<file path="src/rtl/lsu_mem_master.sv">
// Load/store initiator: one CPU access at a time, sub-word loads extracted from a word-wide
// memory, byte/halfword stores done as read-modify-write. Optional macro STORE_TRACE_EN prints each committed store.
module lsu_mem_master #(
    parameter int ADDR_W         = 32,
    parameter int TIMEOUT_CYCLES = 255
) (
    input  logic              clk,
    input  logic              reset,
    input  logic              req_valid,
    output logic              req_ready,
    input  logic [2:0]        req_op,
    input  logic [ADDR_W-1:0] req_addr,
    input  logic [31:0]       req_wdata,
    input  logic [31:0]       req_pc,
    output logic              resp_valid,
    output logic [31:0]       resp_rdata,
    output logic [1:0]        resp_err,
    output logic              mem_req,
    output logic              mem_we,
    output logic [ADDR_W-1:0] mem_addr,
    output logic [31:0]       mem_wdata,
    input  logic              mem_ack,
    input  logic [31:0]       mem_rdata
);

    localparam logic [2:0] OP_LW  = 3'b000;
    localparam logic [2:0] OP_LH  = 3'b001;
    localparam logic [2:0] OP_LHU = 3'b010;
    localparam logic [2:0] OP_LB  = 3'b011;
    localparam logic [2:0] OP_LBU = 3'b100;
    localparam logic [2:0] OP_SW  = 3'b101;
    localparam logic [2:0] OP_SH  = 3'b110;
    localparam logic [2:0] OP_SB  = 3'b111;

    localparam logic [1:0] ERR_OK  = 2'b00;
    localparam logic [1:0] ERR_MIS = 2'b01;
    localparam logic [1:0] ERR_TO  = 2'b10;

    localparam int              CNT_W     = (TIMEOUT_CYCLES > 0) ? $clog2(TIMEOUT_CYCLES + 1) : 1;
    localparam logic [CNT_W-1:0] CNT_LIMIT = CNT_W'(TIMEOUT_CYCLES);

    typedef enum logic [1:0] {
        S_IDLE = 2'd0,
        S_RD   = 2'd1,
        S_WR   = 2'd2,
        S_RESP = 2'd3
    } state_t;

    function automatic logic is_misaligned(input logic [2:0] op, input logic [1:0] lane);
        case (op)
            OP_LW, OP_SW:         return (lane != 2'b00);
            OP_LH, OP_LHU, OP_SH: return lane[0];
            default:              return 1'b0;
        endcase
    endfunction

    function automatic logic [31:0] load_extract(input logic [2:0] op, input logic [1:0] lane,
                                                 input logic [31:0] word);
        logic [7:0]  b;
        logic [15:0] h;
        case (lane)
            2'd0:    b = word[7:0];
            2'd1:    b = word[15:8];
            2'd2:    b = word[23:16];
            default: b = word[31:24];
        endcase
        if (lane[1]) begin
            h = word[31:16];
        end else begin
            h = word[15:0];
        end
        case (op)
            OP_LB:   return {{24{b[7]}}, b};
            OP_LBU:  return {24'd0, b};
            OP_LH:   return {{16{h[15]}}, h};
            OP_LHU:  return {16'd0, h};
            default: return word;
        endcase
    endfunction

    function automatic logic [31:0] store_merge(input logic [2:0] op, input logic [1:0] lane,
                                                input logic [15:0] wd, input logic [31:0] word);
        logic [31:0] res;
        res = word;
        case (op)
            OP_SB: begin
                case (lane)
                    2'd0:    res[7:0]   = wd[7:0];
                    2'd1:    res[15:8]  = wd[7:0];
                    2'd2:    res[23:16] = wd[7:0];
                    default: res[31:24] = wd[7:0];
                endcase
            end
            OP_SH: begin
                if (lane[1]) begin
                    res[31:16] = wd;
                end else begin
                    res[15:0] = wd;
                end
            end
            default: res = word;
        endcase
        return res;
    endfunction

    state_t              state_q, state_d;
    logic [2:0]          op_q, op_d;
    logic [1:0]          lane_q, lane_d;
    logic [15:0]         wdata_q, wdata_d;
    logic [CNT_W-1:0]    cnt_q, cnt_d;
    logic                req_ready_q, req_ready_d;
    logic                resp_valid_q, resp_valid_d;
    logic [31:0]         resp_rdata_q, resp_rdata_d;
    logic [1:0]          resp_err_q, resp_err_d;
    logic                mem_req_q, mem_req_d;
    logic                mem_we_q, mem_we_d;
    logic [ADDR_W-1:0]   mem_addr_q, mem_addr_d;
    logic [31:0]         mem_wdata_q, mem_wdata_d;
    logic                timeout_hit_s;

    // The limit cycle still honours a late ack; only a missing ack on it times out.
    assign timeout_hit_s = (TIMEOUT_CYCLES != 0) && (cnt_q == CNT_LIMIT);

    // Next-state and registered-output logic for the access sequencer
    always_comb begin
        state_d      = state_q;
        op_d         = op_q;
        lane_d       = lane_q;
        wdata_d      = wdata_q;
        cnt_d        = cnt_q;
        resp_rdata_d = resp_rdata_q;
        resp_err_d   = resp_err_q;
        mem_req_d    = mem_req_q;
        mem_we_d     = mem_we_q;
        mem_addr_d   = mem_addr_q;
        mem_wdata_d  = mem_wdata_q;
        case (state_q)
            S_IDLE: begin
                if (req_valid && req_ready_q) begin
                    op_d    = req_op;
                    lane_d  = req_addr[1:0];
                    wdata_d = req_wdata[15:0];
                    cnt_d   = {CNT_W{1'b0}};
                    if (is_misaligned(req_op, req_addr[1:0])) begin
                        state_d      = S_RESP;
                        resp_rdata_d = 32'd0;
                        resp_err_d   = ERR_MIS;
                    end else if (req_op == OP_SW) begin
                        state_d     = S_WR;
                        mem_req_d   = 1'b1;
                        mem_we_d    = 1'b1;
                        mem_addr_d  = {req_addr[ADDR_W-1:2], 2'b00};
                        mem_wdata_d = req_wdata;
                    end else begin
                        state_d    = S_RD;
                        mem_req_d  = 1'b1;
                        mem_we_d   = 1'b0;
                        mem_addr_d = {req_addr[ADDR_W-1:2], 2'b00};
                    end
                end else begin
                    state_d = S_IDLE;
                end
            end
            S_RD: begin
                if (mem_ack) begin
                    cnt_d = {CNT_W{1'b0}};
                    if ((op_q == OP_SH) || (op_q == OP_SB)) begin
                        state_d     = S_WR;
                        mem_we_d    = 1'b1;
                        mem_wdata_d = store_merge(op_q, lane_q, wdata_q, mem_rdata);
                    end else begin
                        state_d      = S_RESP;
                        mem_req_d    = 1'b0;
                        resp_rdata_d = load_extract(op_q, lane_q, mem_rdata);
                        resp_err_d   = ERR_OK;
                    end
                end else if (timeout_hit_s) begin
                    state_d      = S_RESP;
                    mem_req_d    = 1'b0;
                    resp_rdata_d = 32'd0;
                    resp_err_d   = ERR_TO;
                end else begin
                    cnt_d = cnt_q + CNT_W'(1);
                end
            end
            S_WR: begin
                if (mem_ack) begin
                    state_d      = S_RESP;
                    mem_req_d    = 1'b0;
                    resp_rdata_d = 32'd0;
                    resp_err_d   = ERR_OK;
                end else if (timeout_hit_s) begin
                    state_d      = S_RESP;
                    mem_req_d    = 1'b0;
                    resp_rdata_d = 32'd0;
                    resp_err_d   = ERR_TO;
                end else begin
                    cnt_d = cnt_q + CNT_W'(1);
                end
            end
            S_RESP: begin
                state_d = S_IDLE;
            end
            default: begin
                state_d   = S_IDLE;
                mem_req_d = 1'b0;
            end
        endcase
        resp_valid_d = (state_d == S_RESP);
        req_ready_d  = (state_d == S_IDLE);
    end

    // State and output registers with synchronous reset
    always_ff @(posedge clk) begin
        if (reset) begin
            state_q      <= S_IDLE;
            op_q         <= 3'd0;
            lane_q       <= 2'd0;
            wdata_q      <= 16'd0;
            cnt_q        <= {CNT_W{1'b0}};
            req_ready_q  <= 1'b1;
            resp_valid_q <= 1'b0;
            resp_rdata_q <= 32'd0;
            resp_err_q   <= 2'b00;
            mem_req_q    <= 1'b0;
            mem_we_q     <= 1'b0;
            mem_addr_q   <= {ADDR_W{1'b0}};
            mem_wdata_q  <= 32'd0;
        end else begin
            state_q      <= state_d;
            op_q         <= op_d;
            lane_q       <= lane_d;
            wdata_q      <= wdata_d;
            cnt_q        <= cnt_d;
            req_ready_q  <= req_ready_d;
            resp_valid_q <= resp_valid_d;
            resp_rdata_q <= resp_rdata_d;
            resp_err_q   <= resp_err_d;
            mem_req_q    <= mem_req_d;
            mem_we_q     <= mem_we_d;
            mem_addr_q   <= mem_addr_d;
            mem_wdata_q  <= mem_wdata_d;
        end
    end

    assign req_ready  = req_ready_q;
    assign resp_valid = resp_valid_q;
    assign resp_rdata = resp_rdata_q;
    assign resp_err   = resp_err_q;
    assign mem_req    = mem_req_q;
    assign mem_we     = mem_we_q;
    assign mem_addr   = mem_addr_q;
    assign mem_wdata  = mem_wdata_q;

`ifdef STORE_TRACE_EN
    logic [31:0] pc_q;

    // Capture the issuing PC for the store trace
    always_ff @(posedge clk) begin
        if (reset) begin
            pc_q <= 32'd0;
        end else if ((state_q == S_IDLE) && req_valid && req_ready_q) begin
            pc_q <= req_pc;
        end else begin
            pc_q <= pc_q;
        end
    end

    // Print the full committed word once the write phase is acknowledged
    always_ff @(posedge clk) begin
        if (!reset && (state_q == S_WR) && mem_ack) begin
            $display("@%h: *%h <= %h", pc_q, mem_addr_q, mem_wdata_q);
        end
    end
`else
    logic unused_pc_s;
    assign unused_pc_s = ^req_pc;
`endif

endmodule
</file>
<file path="config.mk">
export PLATFORM = sky130hd
export DESIGN_NAME = lsu_mem_master
export DESIGN_NICKNAME = d
export VERILOG_FILES = /design/src/rtl/lsu_mem_master.sv
export SDC_FILE = /design/constraint.sdc
export NUM_CORES = 1
export LEC_CHECK = 0
export BUFFER_PORTS_ARGS = -buffer_cell sky130_fd_sc_hd__buf_4
export CAP_MARGIN = 40
export CELL_PAD_IN_SITES_DETAIL_PLACEMENT = 1
export CELL_PAD_IN_SITES_GLOBAL_PLACEMENT = 2
export CORE_MARGIN = 8
export CORE_UTILIZATION = 25
export DETAILED_ROUTE_END_ITERATION = 12
export PLACE_DENSITY_LB_ADDON = 0.1
export SETUP_SLACK_MARGIN = 0.05
export SKIP_CTS_REPAIR_TIMING = 1
export SKIP_LAST_GASP = 1
export SYNTH_ARGS = -nofsm -noshare
export SYNTH_HDL_FRONTEND = slang
export SYNTH_SLANG_ARGS = --single-unit
</file>
<file path="constraint.sdc">
create_clock -name clk -period 2.35 [get_ports clk]
set_clock_uncertainty 0.1 [all_clocks]
set_input_delay 0.1175 -clock clk [delete_from_list [all_inputs] [get_ports clk]]
set_output_delay 0.1175 -clock clk [all_outputs]
set_load 0.03 [all_outputs]
</file>
==> flow_results.xml <==
<?xml version="1.0" encoding="UTF-8"?>
<metrics>
  <group name="status">
    <metric name="run_status" unit="">finished with violations</metric>
    <metric name="violated_checks" unit="">negative hold slack</metric>
  </group>
  <group name="drt">
    <metric name="detail_route.vias_per_cell" unit="">4.966</metric>
    <metric name="ant_nets" unit="">0</metric>
    <metric name="remaining_drc_errors" unit="">0</metric>
    <metric name="route.detailed.wl_per_inst" unit="um">20.45</metric>
    <metric name="postRouteWirelength" unit="um">29590</metric>
    <metric name="drt_pre_antenna_iters" unit="">5</metric>
    <metric name="initialDrtViolationCount" unit="">328</metric>
    <metric name="vias" unit="">7186</metric>
  </group>
  <group name="yosys">
    <metric name="total_number_of_yosys_warnings" unit="">0</metric>
    <metric name="synth.top_cells.by_count" unit="">151 x sky130_fd_sc_hd__nand2_1, 131 x sky130_fd_sc_hd__dfxtp_1, 87 x sky130_fd_sc_hd__a21oi_1</metric>
    <metric name="dominantRegCellSynth" unit="">sky130_fd_sc_hd__dfxtp_1</metric>
    <metric name="synth.top_cells.by_area" unit="">sky130_fd_sc_hd__dfxtp_1 39%, sky130_fd_sc_hd__nand2_1 8.4%, sky130_fd_sc_hd__a21oi_1 6.5%</metric>
    <metric name="synth_simple_gate_area_frac" unit="">0.2068</metric>
    <metric name="dominant_combinational_cell_family_by_area_after_synthesis" unit="">compound AO/OA/AOI/OAI gates</metric>
    <metric name="synth_cell_type_count" unit="">62</metric>
    <metric name="synth_compound_area_frac" unit="">0.2778</metric>
    <metric name="synth_adder_area_share" unit="">0.01299</metric>
    <metric name="mux_cell_area_share_after_synthesis" unit="">0.05382</metric>
    <metric name="cell_taking_the_most_area_after_synthesis" unit="">sky130_fd_sc_hd__dfxtp_1</metric>
    <metric name="post_synth_xor_area_fraction" unit="">0.01039</metric>
    <metric name="synth-seq-cells" unit="">131</metric>
    <metric name="synth_most_common_cell" unit="">sky130_fd_sc_hd__nand2_1</metric>
    <metric name="synth_enable_flop_cells" unit="">0</metric>
    <metric name="syn_area_per_cell" unit="um2">8.162</metric>
    <metric name="cell_area_synth" unit="um2">6741</metric>
    <metric name="postSynthCellCount" unit="">826</metric>
    <metric name="async_reset_ff_frac" unit="">0</metric>
    <metric name="synth_top_area_share" unit="">0.3890</metric>
    <metric name="synth.yosys.seq_area_share" unit="">0.3890</metric>
  </group>
  <group name="floorplan">
    <metric name="coreArea" unit="um2">26730</metric>
    <metric name="initial_utilization" unit="">0.2522</metric>
    <metric name="die_area" unit="um2">32480</metric>
    <metric name="fp-row-count" unit="">60</metric>
    <metric name="num_io_pins" unit="">237</metric>
    <metric name="fp.dieH" unit="um">180.2</metric>
    <metric name="die-width" unit="um">180.2</metric>
  </group>
  <group name="power_and_ir_drop">
    <metric name="power_density" unit="nW/um2">708.8</metric>
    <metric name="ir_drop" unit="mV">0.3896</metric>
    <metric name="cellLeakagePower" unit="nW">4.226</metric>
  </group>
  <group name="cells_and_area">
    <metric name="fillers" unit="">3141</metric>
    <metric name="fin_nets" unit="">1236</metric>
    <metric name="final_core_utilization" unit="">0.3780</metric>
    <metric name="areaGrowthSynthToFinish" unit="%">49.87</metric>
    <metric name="antenna-diode-count" unit="">0</metric>
    <metric name="finish.cell_count_without_fillers" unit="">1447</metric>
    <metric name="drive_above_1_share" unit="">0.2911</metric>
  </group>
  <group name="critical_path">
    <metric name="critPathArrivalTime" unit="ns">2.44</metric>
    <metric name="worst_path_dominant_cell_family" unit="">compound AO/OA/AOI/OAI gates</metric>
    <metric name="critPathSlowestCell" unit="">sky130_fd_sc_hd__dfxtp_1</metric>
    <metric name="worst_ep_required_time" unit="ns">2.59</metric>
    <metric name="critPathCaptureType" unit="">flip-flop</metric>
    <metric name="start_to_end_type_of_the_worst_setup_path" unit="">flip-flop to flip-flop</metric>
    <metric name="cp_num_buf_inv" unit="">3</metric>
    <metric name="critical_path.startpoint_type" unit="">flip-flop</metric>
    <metric name="path_cells" unit="">inv_1, ha_2, a41o_2, a21o_2, buf_4, a211oi_4, buf_6, nand2_8, o32ai_2</metric>
    <metric name="cp_slowest_stage_delay" unit="ns">0.35</metric>
    <metric name="timing.critical_path.fanout_max" unit="">16</metric>
  </group>
  <group name="sta">
    <metric name="max_freq" unit="MHz">454.8</metric>
    <metric name="finalCritPeriodShare" unit="">0.9356</metric>
    <metric name="min_period" unit="ns">2.199</metric>
    <metric name="setup-violations-final" unit="">0</metric>
    <metric name="grt_setup_unrepaired" unit="">yes</metric>
    <metric name="timing_worst_slew_pin_value" unit="ns">0.5516</metric>
    <metric name="timing.final.hold_violations" unit="">5</metric>
    <metric name="worst_slew_margin_rel" unit="">0.6294</metric>
    <metric name="final_max_slew_viol_count" unit="">0</metric>
    <metric name="final.hold.worst_slack" unit="ns">-0.03962</metric>
  </group>
  <group name="hold_path">
    <metric name="hold_path.class" unit="">primary input to flip-flop</metric>
  </group>
  <group name="placement">
    <metric name="dp_cells" unit="">1353</metric>
    <metric name="gp_routability_congestion" unit="">0.7688</metric>
    <metric name="place.port_buffers" unit="">202</metric>
    <metric name="dpl.hpwl" unit="um">21700</metric>
  </group>
  <group name="cts">
    <metric name="clock-root-buffer" unit="">sky130_fd_sc_hd__clkbuf_16</metric>
    <metric name="cts_tree" unit="">done</metric>
    <metric name="clk_transition_reported_paths" unit="ns">0.06</metric>
    <metric name="clockBufferDepth" unit="">2</metric>
    <metric name="cts.sinks" unit="">131</metric>
    <metric name="clock_insertion_delay_worst_skew" unit="ns">0.44</metric>
    <metric name="clock_h_tree_levels" unit="">4</metric>
    <metric name="numCtsBuffers" unit="">17</metric>
  </group>
  <group name="grt">
    <metric name="grt_start_max_net_pins" unit="">67</metric>
    <metric name="first_global_vias" unit="">7259</metric>
    <metric name="grt_pass1_wl" unit="um">44520</metric>
    <metric name="number_of_antenna_violations_at_the_first_check_in_global_routing" unit="">0</metric>
    <metric name="globalRoute.totalOverflow" unit="">0</metric>
    <metric name="globalRouteTotalUtil" unit="">0.1742</metric>
  </group>
  <group name="job">
    <metric name="timing.max_cap.violations" unit="">0</metric>
  </group>
</metrics>
==> per-layer routing <==
layer  vias up  part of all wire  GRT usage
met5         -                 0          0
met4         0             0.017    0.05192
met3        32             0.041    0.03952
met2       163              0.49     0.2953
met1      3499              0.45     0.2171
li1       3492                 -          -
==> worst paths after layout <==
| path | cells after the start | slack, ns | to | start |
|---|---|---|---|---|
| worst min register to register | 2 | 0.35 | mem_addr[3]$_SDFFE_PP0P_ | mem_addr[3]$_SDFFE_PP0P_ |
| worst min-delay path | 4 | -0.04 | mem_wdata[20]$_SDFFE_PP0P_ | req_wdata[20] |
| worst max register to register | 9 | 0.15 | resp_rdata[28]$_SDFFE_PP0P_ | state_q[1]$_SDFF_PP0_ |
| worst max-delay path | 9 | 0.15 | resp_rdata[28]$_SDFFE_PP0P_ | state_q[1]$_SDFF_PP0_ |
==> power breakdown <==
part           total (mW)  switching (mW)  internal [mW]  leakage [nW]
logic                1.85            1.09          0.757          2.87
clock network        2.82            1.15           1.68         0.286
registers            2.49           0.115           2.38          1.07
total                7.16            2.35           4.81          4.23
==> sequential cells by signal, summed over array words and instances, names as in the netlist <==
name,flops
mem_wdata,32
resp_rdata,32
mem_addr,30
wdata_q,16
cnt_q,8
op_q,3
lane_q,2
resp_err,2
state_q,2
mem_req,1
mem_we,1
req_ready,1
resp_valid,1
==> layout by cell type (no fill, tap or decap), types with 3 or more instances in the layout <==
master / synthesis / routed
sky130_fd_sc_hd__nand2_1: 151 / 151
sky130_fd_sc_hd__a22o_1: 32 / 32
sky130_fd_sc_hd__dfxtp_1: 131 / 131
sky130_fd_sc_hd__a211oi_1: 4 / 4
sky130_fd_sc_hd__o22a_1: 9 / 9
sky130_fd_sc_hd__dlygate4sd3_1: 0 / 63
sky130_fd_sc_hd__o21a_1: 9 / 9
sky130_fd_sc_hd__mux2i_1: 16 / 16
sky130_fd_sc_hd__clkinvlp_4: 0 / 3
sky130_fd_sc_hd__a22oi_1: 15 / 15
sky130_fd_sc_hd__o21bai_1: 3 / 3
sky130_fd_sc_hd__clkbuf_16: 0 / 17
sky130_fd_sc_hd__ha_1: 7 / 6
sky130_fd_sc_hd__xor2_1: 6 / 6
sky130_fd_sc_hd__inv_1: 8 / 8
sky130_fd_sc_hd__bufinv_16: 0 / 3
sky130_fd_sc_hd__nor2b_1: 41 / 41
sky130_fd_sc_hd__mux4_2: 8 / 8
sky130_fd_sc_hd__o32ai_2: 10 / 13
sky130_fd_sc_hd__inv_6: 0 / 3
sky130_fd_sc_hd__nand3_1: 12 / 12
sky130_fd_sc_hd__a21oi_1: 87 / 87
sky130_fd_sc_hd__nor3b_1: 5 / 5
sky130_fd_sc_hd__o311a_1: 9 / 9
sky130_fd_sc_hd__o32ai_1: 7 / 3
sky130_fd_sc_hd__nor2_1: 66 / 65
sky130_fd_sc_hd__nor3_1: 18 / 18
sky130_fd_sc_hd__a31oi_1: 17 / 17
sky130_fd_sc_hd__o21ai_0: 40 / 40
sky130_fd_sc_hd__clkinv_4: 0 / 4
sky130_fd_sc_hd__buf_6: 2 / 3
sky130_fd_sc_hd__and3_1: 3 / 3
sky130_fd_sc_hd__buf_4: 5 / 247
sky130_fd_sc_hd__o22ai_1: 8 / 8
==> area by class of cell <==
cell class	instances	area [um2]	area share
repair buffers	315	2559	0.2533
flip-flops and latches	131	2623	0.2596
well taps	341	426.7	0.04223
clock buffers	17	425.4	0.04211
inverters	8	30.03	0.002972
clock inverters	14	178.9	0.01771
multi-input cells	621	3861	0.3822
==> worst register-to-register path: cells and delay by family, from the launching register on <==
family | cells | cell delay, ns
adders and majority gates | 1 | 0.17
DFF | 1 | 0.35
AOI/OAI and AO/OA | 4 | 1.01
buffers and inverters | 3 | 0.36
and+or+nand+nor | 1 | 0.11
==> metrics by stage <==
step / cell area [um2] / TNS [ns] / total power, mW / worst slack [ns]
floorplan: 6745 / 0 / 3.535 / 0.1064
detailed placement: 8806 / 0 / 4.302 / 0.09245
CTS: 9410 / 0 / 7.167 / 0.06696
global placement: 8795 / -0.7982 / 4.291 / -0.08268
finish: 10100 / 0 / 7.162 / 0.1514
global route: 10100 / 0 / 7.501 / 0.0001874
==> cell families (layout without fill, tap and decap cells) <==
logic type                 after synthesis  in the layout
muxes                                   26             26
buffers and inverters                   75            354
DFF                                    131            131
and+or+nand+nor                        310            310
adders and majority gates                7              7
xor gates and xnor gates                 8              8
AOI/OAI and AO/OA                      268            268
other                                    1              2
(Power assumes the default switching activity.)
